### src/rtl/counter_pkg.sv
// Shared constants for the counter family: FSM state encoding and default width.
package counter_pkg;

  localparam int DEFAULT_WIDTH = 8;

  typedef logic [1:0] state_t;

  localparam state_t IDLE = 2'b00;
  localparam state_t RUN  = 2'b01;
  localparam state_t DONE = 2'b10;

endpackage

### src/rtl/counter_down_load.sv
// Loadable down-counter/timer: counts a loaded value to zero, pulses tc,
// then either parks in DONE (one-shot) or reloads and keeps running (periodic).
module counter_down_load
  import counter_pkg::*;
#(
  parameter int WIDTH = DEFAULT_WIDTH
) (
  input  logic             clk,
  input  logic             rst,
  input  logic             load,
  input  logic [WIDTH-1:0] data,
  input  logic             start,
  input  logic             stop,
  input  logic             en,
  input  logic             auto_reload,
  output logic [WIDTH-1:0] count,
  output logic             tc,
  output logic             busy,
  output logic             done
);

  state_t           state, state_nxt;
  logic [WIDTH-1:0] reload_reg, reload_nxt;
  logic [WIDTH-1:0] count_nxt;
  logic             tc_nxt;

  // NOTE: sequential state uses non-blocking assignments so every register
  // samples the pre-edge values computed by the combinational block.
  always_ff @(posedge clk or negedge rst) begin
    if (!rst) begin
      state      <= IDLE;
      count      <= '0;
      reload_reg <= '0;
      tc         <= 1'b0;
    end else begin
      state      <= state_nxt;
      count      <= count_nxt;
      reload_reg <= reload_nxt;
      tc         <= tc_nxt;
    end
  end

  // Priority per cycle: load > stop > start > decrement.
  always_comb begin
    // NOTE: every output of this block gets a default first, so no path
    // leaves a signal unassigned and no latch is inferred.
    state_nxt  = state;
    count_nxt  = count;
    reload_nxt = reload_reg;
    tc_nxt     = 1'b0;

    if (load) begin
      reload_nxt = data;
      count_nxt  = data;
      state_nxt  = IDLE;
    end else if (stop) begin
      state_nxt = IDLE;
    end else begin
      case (state)
        IDLE: begin
          if (start && count != '0) state_nxt = RUN;
        end
        DONE: begin
          if (start && reload_reg != '0) begin
            count_nxt = reload_reg;
            state_nxt = RUN;
          end
        end
        RUN: begin
          if (en) begin
            if (count == WIDTH'(1)) begin
              tc_nxt = 1'b1;
              if (auto_reload) begin
                count_nxt = reload_reg;
              end else begin
                count_nxt = '0;
                state_nxt = DONE;
              end
            end else if (count != '0) begin
              // Guarded so a zero count never wraps to all-ones.
              count_nxt = count - WIDTH'(1);
            end
          end
        end
        default: state_nxt = IDLE;
      endcase
    end
  end

  always_comb begin
    busy = (state == RUN);
    done = (state == DONE);
  end

endmodule

### config.mk
export PLATFORM = sky130hd
export DESIGN_NAME = counter_down_load
export DESIGN_NICKNAME = d
export VERILOG_FILES = /design/src/rtl/counter_pkg.sv /design/src/rtl/counter_down_load.sv
export SDC_FILE = /design/constraint.sdc
export NUM_CORES = 1
export LEC_CHECK = 0
export ABC_AREA = 1
export CORE_ASPECT_RATIO = 2
export CORE_MARGIN = 1
export CORE_UTILIZATION = 49
export CTS_CLUSTER_SIZE = 14
export DETAILED_ROUTE_END_ITERATION = 12
export GPL_TIMING_DRIVEN = 0
export PLACE_DENSITY = 0.73
export SETUP_SLACK_MARGIN = 0.2
export SYNTH_ARGS = -nofsm -noshare
export SYNTH_HDL_FRONTEND = slang
export SYNTH_SLANG_ARGS = --single-unit
### constraint.sdc
create_clock -name clk -period 1.5 [get_ports clk]
set_input_delay 0.3 -clock clk [delete_from_list [all_inputs] [get_ports clk]]
set_output_delay 0.3 -clock clk [all_outputs]
set_load 0.02 [all_outputs]
* Word-level counts from Yosys, hierarchy flattened
Index checks and enable logic that the tools add are counted.
** Cells by class
- Add/sub/neg operators :: 1
- Multiply operators :: 0
- Divide/modulo/power cells :: 0
- Magnitude comparators :: 0
- Equal/unequal tests :: 12
- Shifts and indexed selects :: 0
- Mux-type cells :: 21
- Bitwise gates (word level) :: 0
- Reduce and logical (&&, ||, !) cells :: 8
** Operators with widths (count)
- $mux W8 :: 7
- $pmux W8 S2 :: 1
- $reduce_bool A8 Y1 :: 2
- $mux W2 :: 7
- $ne A4 B4 Y1 const B :: 3
- $reduce_and A5 Y1 :: 2
- $eq A8 B1 Y1 const B :: 1
- $ne A4 B3 Y1 const B :: 2
- $sub A8 B1 Y8 const B :: 1
- $pmux W2 S3 :: 1
- $mux W1 :: 5
- $ne A4 B2 Y1 const B :: 1
- $ne A3 B2 Y1 const B :: 1
- $ne A3 B3 Y1 const B :: 1
- $reduce_bool A3 Y1 :: 1
- $eq A2 B1 Y1 const B :: 1
- $eq A2 B2 Y1 const B :: 1
- $logic_and A1 B1 Y1 :: 2
- $logic_not A2 Y1 :: 1
- $ne A2 B2 Y1 const B :: 1
** Storage, ports and cells
- Register bits :: 19
- Latch bits :: 0
- Memory bits (writable) :: 0
- ROM bits :: 0
- Bits of input ports :: 15
- Output and inout bits :: 11
- Word-level logic and storage cells :: 46
- Memories kept :: 0

* Longest topological paths before layout
Gate-level depths: netlist of run 1.
- Depth after elaboration :: 7
- Gate-level depth with buffers :: 11
- Mapped depth without buffers :: 11

* Worst setup path after synthesis of run 1
OpenSTA, ideal clock, no wires.
- Kind :: reg2reg
- Start :: reg count[1]
- End :: reg count[5]
- Setup time :: 0.118 ns
- Arrival time :: 1.363 ns
- Data required time :: 1.382 ns
- Setup slack :: 0.020 ns
- Cell stages (with the launch flop) :: 11
- Buffers on the path :: 0
- Clock period less this slack :: 1.480 ns
- Cells stage by stage :: dfrtp_1 inv_1 ha_1 nand2_2 nor2_4 nor2_4 nand2_4 nand3_4 nand2_4 nand2_1 nand2_1
** Between the ends
- Word-level cells in the longest chain between the ends :: 7
- Elaborated cells on any way between the ends :: 11
- Classes of those cells :: 1 x add/sub; 2 x eq/ne; 6 x mux; 2 x reduce/logical
** RTL lines
- from (decl) :: RTL line counter_down_load.sv:16 : output logic [WIDTH-1:0] count,
- from (signal assigned) :: RTL line counter_down_load.sv:37 : count <= count_nxt;
- $sub A8 B1 Y8 :: RTL line counter_down_load.sv:81 : count_nxt = count - WIDTH'(1);
- $mux W8 :: RTL line counter_down_load.sv:79 : end else if (count != '0) begin
- $mux W8 :: RTL line counter_down_load.sv:71 : if (count == WIDTH'(1)) begin
- $mux W8 :: RTL line counter_down_load.sv:70 : if (en) begin
- $pmux W8 S2 :: RTL line counter_down_load.sv:59 : case (state)
- $mux W8 :: RTL line counter_down_load.sv:56 : end else if (stop) begin
- $mux W8 :: RTL line counter_down_load.sv:52 : if (load) begin
Several ways; a longest one is shown, not always the timed one. The select of a mux whose other input is x is not followed.
A chain may end at the register's enable or synchronous reset.

* Final worst setup path of run 1
- Start :: reg count[1]
- End :: reg count[6]
Same word-level chain as after synthesis.

==> results.sh, run 1 <==
export IMPL_holdBufCountCts=0
export IMPL_clkTransAtPathRegs_ns=0.07
export IMPL_powerDensity_nw_per_um2=957
export IMPL_path_delay_family="simple AND/OR/NAND/NOR gates"
export IMPL_antenna_found_initial=0
export IMPL_violations="negative setup slack"
export IMPL_cp_cell_sequence="inv_4, ha_4, nand2_4, nor2_4, nor2_4, nand2_4, nand3_4, nand2_4, nand2_1, nand2_1"
export IMPL_dieHeight_um=74.4
export IMPL_synthDistinctLibCells=25
export IMPL_fin_ws_ns=-0.00197
export IMPL_crit_top_cell="nand2_4"
export IMPL_total_power_uw=1740
export IMPL_clkLatencyLatePin_ns=0.26
export IMPL_routed_via_density=5.34
export IMPL_hold_viol_final=0
export IMPL_period_share=1.00
export IMPL_grt_pass1_vias=1285
export IMPL_worstPathRequired_ns=1.70
export IMPL_skew_ns=0.00164
export IMPL_setup_viol=1
export IMPL_via_count=1325
export IMPL_nets=240
export IMPL_cts_htree_levels=1
export IMPL_wl_um=3610
export IMPL_first_iter_violations=33
export IMPL_ant_nets=0
export IMPL_holdWs_ns=0.150
export IMPL_postSynthCellCount=182
export IMPL_irDropWorstVdd_mv=0.651
export IMPL_num_antenna_cells=0
export IMPL_place_area_um2=1620
export IMPL_wl_per_cell_um=14.5
export IMPL_clock_sinks=19
export IMPL_startpoint_type="flop"
export IMPL_grt_pass1_wl_um=5450
export IMPL_die_area_um2=2840
export IMPL_status="finished with violations"
export IMPL_regToRegEndpoint="count[6]"
export IMPL_instances_no_fill=248
export IMPL_min_period_ns=1.50
export IMPL_tightest_slew_ns=0.887
export IMPL_final_layout_size_suffix_gt1_frac=0.326
export IMPL_ys_ff_latch=19
export IMPL_start_util=0.532
export IMPL_io_buffers=24
export IMPL_crit_buf_inv=1
export IMPL_crit_type="reg2reg"
export IMPL_dp_cells=233
export IMPL_maxCapViolCount=0
export IMPL_ys_seq_area_frac=0.371
export IMPL_max_freq_mhz=666
export IMPL_crit_fanout=8
export IMPL_yosys_warnings=0
export IMPL_critPathCaptureType="flop"
export IMPL_final_cell_area_um2=1820
export IMPL_slowest_delay_ns=0.44
export IMPL_synth_nets=200
export IMPL_drv_slew=0
export IMPL_die_w_um=38.2
export IMPL_dr_pass1_iters=5
export IMPL_rows=25
export IMPL_synth_avg_cell_area_um2=7.05
export IMPL_gp_congestion=0.875
export IMPL_cp_arrival_ns=1.70
export IMPL_core_um2=2410
export IMPL_rsz0062_at_grt="true"
export IMPL_setup_tns_ns=-0.00197
export IMPL_grt_start_max_net_pins=20
export IMPL_grtUsageTotal=0.277
export IMPL_leakage_uw=0.000917
export IMPL_cts_root_buf="clkbuf_8"
export IMPL_hold_class="in2async"
export IMPL_area_growth_pct=41.9
export IMPL_syn_area_um2=1280
export IMPL_cp_slowest_cell="dfrtp_2"
export IMPL_cts_buffers=3
export IMPL_rrSetupSlack_ns=-0.002
export IMPL_gr_total_overflow=0
export IMPL_tritoncts="built"
export IMPL_relSlewSlack=0.407
export IMPL_worst_r2r_path_depth=10
export IMPL_route_detailed_drc=0
export IMPL_cts_buffer_depth=2
export IMPL_rr_startpoint="count[1]"
export IMPL_ioPinCount=26
export IMPL_hpwl_um=2560
cell type report:
cell class | instances | area, um^2
Buffer | 3 | 13.8
Clock buffer | 4 | 45.0
Fill cell | 165 | 589
Inverter | 17 | 73.8
Multi-Input combinational cell | 144 | 852
Sequential cell | 19 | 487
Tap cell | 27 | 33.8
Timing Repair Buffer | 34 | 314
cell usage after synthesis:
cell type / number / area, um^2
nand2_1: 69 / 259
nand3_1: 23 / 115
dfrtp_1: 19 / 475
nor2_1: 17 / 63.8
inv_1: 12 / 45.0
nand2_2: 6 / 37.5
o21ai_0: 5 / 25.0
inv_2: 4 / 15.0
nor2_4: 4 / 45.0
ha_1: 3 / 37.5
xor2_1: 3 / 26.3
buf_2: 2 / 10.0
nand2_4: 2 / 22.5
nand3b_1: 2 / 15.0
a21oi_1: 1 / 5.00
a21oi_2: 1 / 8.76
clkbuf_1: 1 / 3.75
clkinv_1: 1 / 3.75
nand3_4: 1 / 17.5
nor2_2: 1 / 6.26
nor2_8: 1 / 20.0
nor3_1: 1 / 5.00
o21ai_1: 1 / 5.00
or2_1: 1 / 6.26
xnor2_1: 1 / 8.76
through the flow:
stage / utilization / worst slack [ns]
floorplan: - / 0.130
global placement: 0.674 / -0.0778
detailed placement: 0.674 / -0.120
CTS: 0.702 / 0.00347
global route: 0.755 / -0.0335
finish: 0.755 / -0.00197
cells in the final DEF, fill, tap and decap left out, types with 2 or more instances in the layout:
cell type and count:
nand2_1 63, nand3_1 23, nor2_1 13, clkdlybuf4s50_1 12, inv_1 10, buf_4 10
dfrtp_1 10, dfrtp_2 9, nand2_2 8, nor2_4 7, nand2_4 6, inv_4 4
o21ai_0 4, buf_6 4, buf_2 3, inv_2 3, xor2_1 3, ha_4 3
clkbuf_8 3, clkdlybuf4s15_2 3, nor2_2 2, clkbuf_1 2, nand3b_1 2, dlygate4sd2_1 2
worst max path at each step:
stage | cells after the start | endpoint | start | slack [ns]
floorplan | 10 | count[5] | count[1] | 0.13
global placement | 2 | busy | state[1] | -0.08
detailed placement | 8 | state[0] | stop | -0.12
CTS | 10 | count[6] | count[1] | 0.003
global route | 11 | count[6] | count[0] | -0.03
finish | 10 | count[6] | count[1] | -0.002
power breakdown:
part           switching (uW)  internal [uW]  total, uW
Sequential               81.5            580        662
Combinational             410            305        715
Clock                     175            189        364
logic make-up (layout without fill, tap and decap cells):
group	after synthesis	after routing	synth area share
AOI/OAI and AO/OA	8	8	0.0341
xor gates and xnor gates	4	4	0.0273
adders and majority gates	3	3	0.0293
buffers and inverters	20	58	0.0605
DFF	19	19	0.371
and+or+nand+nor	128	129	0.478
per-layer routing:
metal	vias up	wire length (um)	GRT usage
li1	649	-	-
met1	622	1240	0.265
met2	43	2120	0.540
met3	11	112	0.0209
met4	0	137	0.143
met5	-	0	0
what timing repair did:
action,CTS,global route
gates cloned,0,1
setup buffers,1,9
endpoints found under the setup margin,21,26
gates resized for setup,37,28
pin swaps,3,6
endpoints found under the hold margin,0,0
Note: power is estimated with default switching activity, not from simulation.
==> run 2: changes to the inputs <==
--- a/config.mk
+++ b/config.mk
@@ -8,11 +8,11 @@
 export ABC_AREA = 1
 export CORE_ASPECT_RATIO = 2
 export CORE_MARGIN = 1
-export CORE_UTILIZATION = 49
+export CORE_UTILIZATION = 33
 export CTS_CLUSTER_SIZE = 14
 export DETAILED_ROUTE_END_ITERATION = 12
 export GPL_TIMING_DRIVEN = 0
-export PLACE_DENSITY = 0.73
+export PLACE_DENSITY = 0.51
 export SETUP_SLACK_MARGIN = 0.2
 export SYNTH_ARGS = -nofsm -noshare
 export SYNTH_HDL_FRONTEND = slang
==> run 2 against run 1 <==
  * The run now ends clean
  * Final cell count rose by 11%
  * Count of clock-buffer cells in the layout did not move
  * Non-clock buffer count rose by 5
  * Hold slack better by 0.14 ns
  * Die area up 46%
  * Total power up 1.3%
  * Critical path depth is 1 higher
  * Setup slack better by 0.059 ns
  * Sequential power about the same
  * Critical path type unchanged
  * Largest cell class unchanged
==> results.sh, run 2 (same netlist as run 1, synthesis figures left out) <==
export IMPL_tightest_slew_ns=0.943
export IMPL_grt_start_max_net_pins=20
export IMPL_first_iter_violations=22
export IMPL_num_antenna_cells=0
export IMPL_cts_root_buf="clkbuf_8"
export IMPL_powerDensity_nw_per_um2=937
export IMPL_hold_viol_final=0
export IMPL_wl_um=3630
export IMPL_routed_via_density=4.63
export IMPL_final_layout_size_suffix_gt1_frac=0.385
export IMPL_crit_type="reg2reg"
export IMPL_antenna_found_initial=0
export IMPL_ioPinCount=26
export IMPL_slowest_delay_ns=0.46
export IMPL_crit_top_cell="nand2_1"
export IMPL_period_share=0.962
export IMPL_status="finished clean"
export IMPL_wl_per_cell_um=13.2
export IMPL_clkTransAtPathRegs_ns=0.08
export IMPL_cp_slowest_cell="dfrtp_2"
export IMPL_grtUsageTotal=0.189
export IMPL_core_um2=3680
export IMPL_final_cell_mix="nand2_1 (58), nand3_1 (22), buf_4 (16), nand2_2 (13), clkdlybuf4s50_1 (12)"
export IMPL_gp_congestion=0.817
export IMPL_fillerInstances=380
export IMPL_io_buffers=24
export IMPL_setup_viol=0
export IMPL_grt_pass1_wl_um=5780
export IMPL_rsz0062_at_grt="true"
export IMPL_grt_pass1_vias=1239
export IMPL_critPathCaptureType="flop"
export IMPL_holdBufCountCts=0
export IMPL_dieHeight_um=90.2
export IMPL_start_util=0.348
export IMPL_cp_arrival_ns=1.59
export IMPL_cts_htree_levels=1
export IMPL_cts_buffers=3
export IMPL_tritoncts="built"
export IMPL_rows=31
export IMPL_skew_ns=0.00402
export IMPL_drv_slew=0
export IMPL_worstPathRequired_ns=1.65
export IMPL_leakage_uw=0.000929
export IMPL_final_core_utilization=0.510
export IMPL_crit_fanout=4
export IMPL_relSlewSlack=0.371
export IMPL_clkLatencyLatePin_ns=0.26
export IMPL_maxCapViolCount=0
export IMPL_cp_cell_sequence="inv_4, ha_4, nand2_2, nor2_4, nand2_1, nand2_1, nand2_1, nand2_1, nand3_1, nand2_2, nand2_1"
export IMPL_die_area_um2=4150
export IMPL_hpwl_um=2510
export IMPL_min_period_ns=1.44
export IMPL_irDropWorstVdd_mv=0.753
export IMPL_layout_commonest_cell="nand2_1"
export IMPL_dr_pass1_iters=4
export IMPL_route_detailed_drc=0
export IMPL_via_count=1272
export IMPL_area_growth_pct=46.6
export IMPL_clock_sinks=19
export IMPL_max_freq_mhz=693
export IMPL_ant_nets=0
export IMPL_die_w_um=46.1
export IMPL_instances_no_fill=275
export IMPL_setup_tns_ns=0
export IMPL_startpoint_type="flop"
export IMPL_dp_cells=255
export IMPL_nets=245
export IMPL_cts_buffer_depth=2
export IMPL_gr_total_overflow=0
export IMPL_hold_class="in2async"
==> run 2: changes by cell type in the layout (fill, tap and decap cells not counted), sizes merged <==
| cell | previous run | this run |
|---|---|---|
| buf | 17 | 24 |
| dlymetal6s2s | 1 | 0 |
| dlygate4sd2 | 2 | 3 |
| clkdlybuf4s15 | 3 | 1 |
==> run 2: cell type report <==
class                   count  area (um^2)  area share
inverters                  17         73.8      0.0393
plain buffers               3         13.8     0.00732
clock buffers               4         45.0      0.0240
repair buffers             39          319       0.170
multi-input cells         144          882       0.469
flip-flops and latches     19          485       0.258
well taps                  49         61.3      0.0326
==> run 2: report_power, final <==
part	total [uW]	leakage, uW	switching (uW)	internal [uW]
combinational	733	0.000678	417	317
sequential	661	0.000228	81.9	579
clock	369	0.0000228	180	189
total	1760	0.000929	679	1080
==> run 2: per-stage QoR <==
step / total power (uW) / cell area [um^2] / hold WS (ns) / worst slack (ns)
floorplan: 1080 / 1350 / 0.00441 / 0.130
global placement: 1290 / 1650 / 0.485 / -0.0961
detailed placement: 1290 / 1650 / 0.481 / -0.101
CTS: 1720 / 1810 / 0.342 / 0.0416
global route: 1870 / 1880 / 0.372 / -0.0152
finish: 1760 / 1880 / 0.292 / 0.0575
==> run 2: worst paths after layout <==
check / start / end / slack, ns / cells past startpoint
setup / recovery: count[0] / count[6] / 0.06 / 11
hold / removal: rst / tc / 0.29 / 1
setup reg to reg: count[0] / count[6] / 0.06 / 11
hold reg to reg: reload_reg[3] / reload_reg[3] / 0.51 / 2
max in group asynchronous: rst / count[5] / 0.56 / 1
min in group clk: load / reload_reg[5] / 0.44 / 3
==> run 2: timing repair <==
item,in CTS,in global routing
pin swaps,10,12
gates resized for setup,47,24
buffers inserted,9,6
cloned,1,0
setup endpoints to repair,26,19
==> run 2: per-layer routing <==
metal	track usage	vias to the layer above	wire [um]
li1	-	663	-
met1	0.220	586	1490
met2	0.337	21	2040
met3	0.0221	2	84
met4	0.0539	0	25
met5	0	-	0
==> run 2: worst max-delay path, delay by kind of cell, from the launching register on <==
| kind | cells | cell delay [ns] |
|---|---|---|
| adders and majority gates | 1 | 0.14 |
| and+or+nand+nor | 9 | 0.65 |
| buffers and inverters | 1 | 0.10 |
| DFF | 1 | 0.46 |
==> run 3: changes to the inputs <==
--- a/config.mk
+++ b/config.mk
@@ -6,13 +6,14 @@
 export NUM_CORES = 1
 export LEC_CHECK = 0
 export ABC_AREA = 1
-export CORE_ASPECT_RATIO = 2
+export CORE_ASPECT_RATIO = 0.6
 export CORE_MARGIN = 1
 export CORE_UTILIZATION = 33
 export CTS_CLUSTER_SIZE = 14
 export DETAILED_ROUTE_END_ITERATION = 12
 export GPL_TIMING_DRIVEN = 0
 export PLACE_DENSITY = 0.51
+export RECOVER_POWER = 100
 export SETUP_SLACK_MARGIN = 0.2
 export SYNTH_ARGS = -nofsm -noshare
 export SYNTH_HDL_FRONTEND = slang
==> run 3 against run 2 <==
  * The run now ends with design-rule violations left
  * Hold slack worse by 0.054 ns
  * Sequential power about the same
  * Utilization up 1.2 points
  * Total power up 1.9%
  * Critical endpoint is now count[1]
==> results.sh, run 3 (same netlist as run 1, synthesis figures left out) <==
export IMPL_dieHeight_um=50.3
export IMPL_relSlewSlack=0.242
export IMPL_rsz0062_at_grt="true"
export IMPL_regToRegEndpoint="count[1]"
export IMPL_first_iter_violations=30
export IMPL_route_detailed_drc=2
export IMPL_cp_cell_sequence="clkinv_4, ha_4, nand2_4, nor2_4, nor2_4, nand2_4, nand3_4, nand2_8, nand2_2, nand2_2"
export IMPL_wl_per_cell_um=13.1
export IMPL_violations="design-rule violations"
export IMPL_skew_ns=0.00456
export IMPL_wl_um=3570
export IMPL_die_w_um=82.5
export IMPL_grt_pass1_vias=1150
export IMPL_crit_type="reg2reg"
export IMPL_worst_r2r_path_depth=10
export IMPL_holdBufCountCts=0
export IMPL_irDropWorstVdd_mv=0.381
export IMPL_tritoncts="built"
export IMPL_layout_commonest_cell="nand2_1"
export IMPL_clkTransAtPathRegs_ns=0.08
export IMPL_gp_congestion=0.822
export IMPL_drv_slew=0
export IMPL_cp_arrival_ns=1.69
export IMPL_maxCapViolCount=0
export IMPL_ioPinCount=26
export IMPL_gr_total_overflow=0
export IMPL_period_share=0.995
export IMPL_fin_ws_ns=0.00805
export IMPL_nets=245
export IMPL_rows=17
export IMPL_rr_startpoint="count[1]"
export IMPL_grt_pass1_wl_um=5610
export IMPL_max_freq_mhz=670
export IMPL_hold_viol_final=0
export IMPL_crit_buf_inv=1
export IMPL_io_buffers=24
export IMPL_cts_htree_levels=1
export IMPL_die_area_um2=4150
export IMPL_clock_sinks=19
export IMPL_hold_class="in2async"
export IMPL_core_um2=3700
export IMPL_cts_buffer_depth=2
export IMPL_crit_fanout=8
export IMPL_critPathCaptureType="flop"
export IMPL_holdWs_ns=0.238
export IMPL_rrSetupSlack_ns=0.008
export IMPL_clkLatencyLatePin_ns=0.26
export IMPL_cp_slowest_cell="dfrtp_2"
export IMPL_cts_root_buf="clkbuf_8"
export IMPL_start_util=0.347
export IMPL_area_growth_pct=50.8
export IMPL_leakage_uw=0.000955
export IMPL_tightest_slew_ns=1.14
export IMPL_grt_start_max_net_pins=20
export IMPL_ant_nets=0
export IMPL_dr_pass1_iters=8
export IMPL_hpwl_um=2490
export IMPL_place_area_um2=1650
export IMPL_routed_via_density=4.65
export IMPL_setup_viol=0
export IMPL_antenna_found_initial=0
export IMPL_final_layout_size_suffix_gt1_frac=0.389
export IMPL_min_period_ns=1.49
export IMPL_via_count=1269
export IMPL_final_cell_mix="nand2_1 (53), nand3_1 (23), nand2_2 (19), dfrtp_1 (13), buf_4 (13)"
export IMPL_final_cell_area_um2=1930
export IMPL_powerDensity_nw_per_um2=929
export IMPL_num_antenna_cells=0
export IMPL_grtUsageTotal=0.190
export IMPL_cts_buffers=3
export IMPL_worstPathRequired_ns=1.69
export IMPL_status="finished with violations"
export IMPL_path_delay_family="simple AND/OR/NAND/NOR gates"
export IMPL_startpoint_type="flop"
export IMPL_slowest_delay_ns=0.43
export IMPL_pre_cts_ws_ns=-0.0918
## run 3: repair_timing
action | 4_1_cts | 5_1_grt
endpoints found under the setup margin | 23 | 20
resized for setup | 46 | 38
setup buffers | 9 | 6
pin swaps | 5 | 12
cloned | 1 | 0
## run 3: cell type report
type | count | area [um^2]
multi-input combinational | 144 | 895
sequential | 19 | 483
tap | 47 | 58.8
fill | 363 | 1770
inverter | 17 | 76.3
timing repair buffer | 39 | 362
clock buffer | 3 | 41.3
buffer | 3 | 13.8
clock inverter | 1 | 5.00
## run 3: per-layer routing
| metal | vias to the layer above | global-route usage | wire length (um) |
|---|---|---|---|
| met5 | - | 0 | 0 |
| met4 | 0 | 0.0322 | 14 |
| met3 | 2 | 0.0527 | 127 |
| met2 | 22 | 0.288 | 1510 |
| met1 | 579 | 0.271 | 1920 |
| li1 | 666 | - | - |
## run 3: power by group
| group | switching (uW) | internal (uW) |
|---|---|---|
| sequential | 81.1 | 577 |
| combinational | 431 | 346 |
| clock | 176 | 185 |
## run 3: worst max path at each step
| stage | from | to | slack (ns) | cells after the start |
|---|---|---|---|---|
| floorplan | count[1] | count[5] | 0.13 | 10 |
| global placement | state[1] | busy | -0.1 | 2 |
| detailed placement | rst | count[0] | -0.09 | 1 |
| CTS | count[1] | count[1] | 0.02 | 10 |
| global route | count[1] | count[1] | -0.07 | 10 |
| finish | count[1] | count[1] | 0.008 | 10 |
## run 3: stage by stage
| stage | setup TNS, ns | utilization | total power [uW] | cells |
|---|---|---|---|---|
| 2_1_floorplan | 0 | - | 1080 | 182 |
| 3_3_place_gp | -1.06 | 0.446 | 1280 | 253 |
| 3_5_place_dp | -1.41 | 0.446 | 1300 | 253 |
| 4_1_cts | 0 | 0.489 | 1730 | 267 |
| 5_1_grt | -0.417 | 0.523 | 1930 | 273 |
| 6_report | 0 | 0.523 | 1800 | 273 |
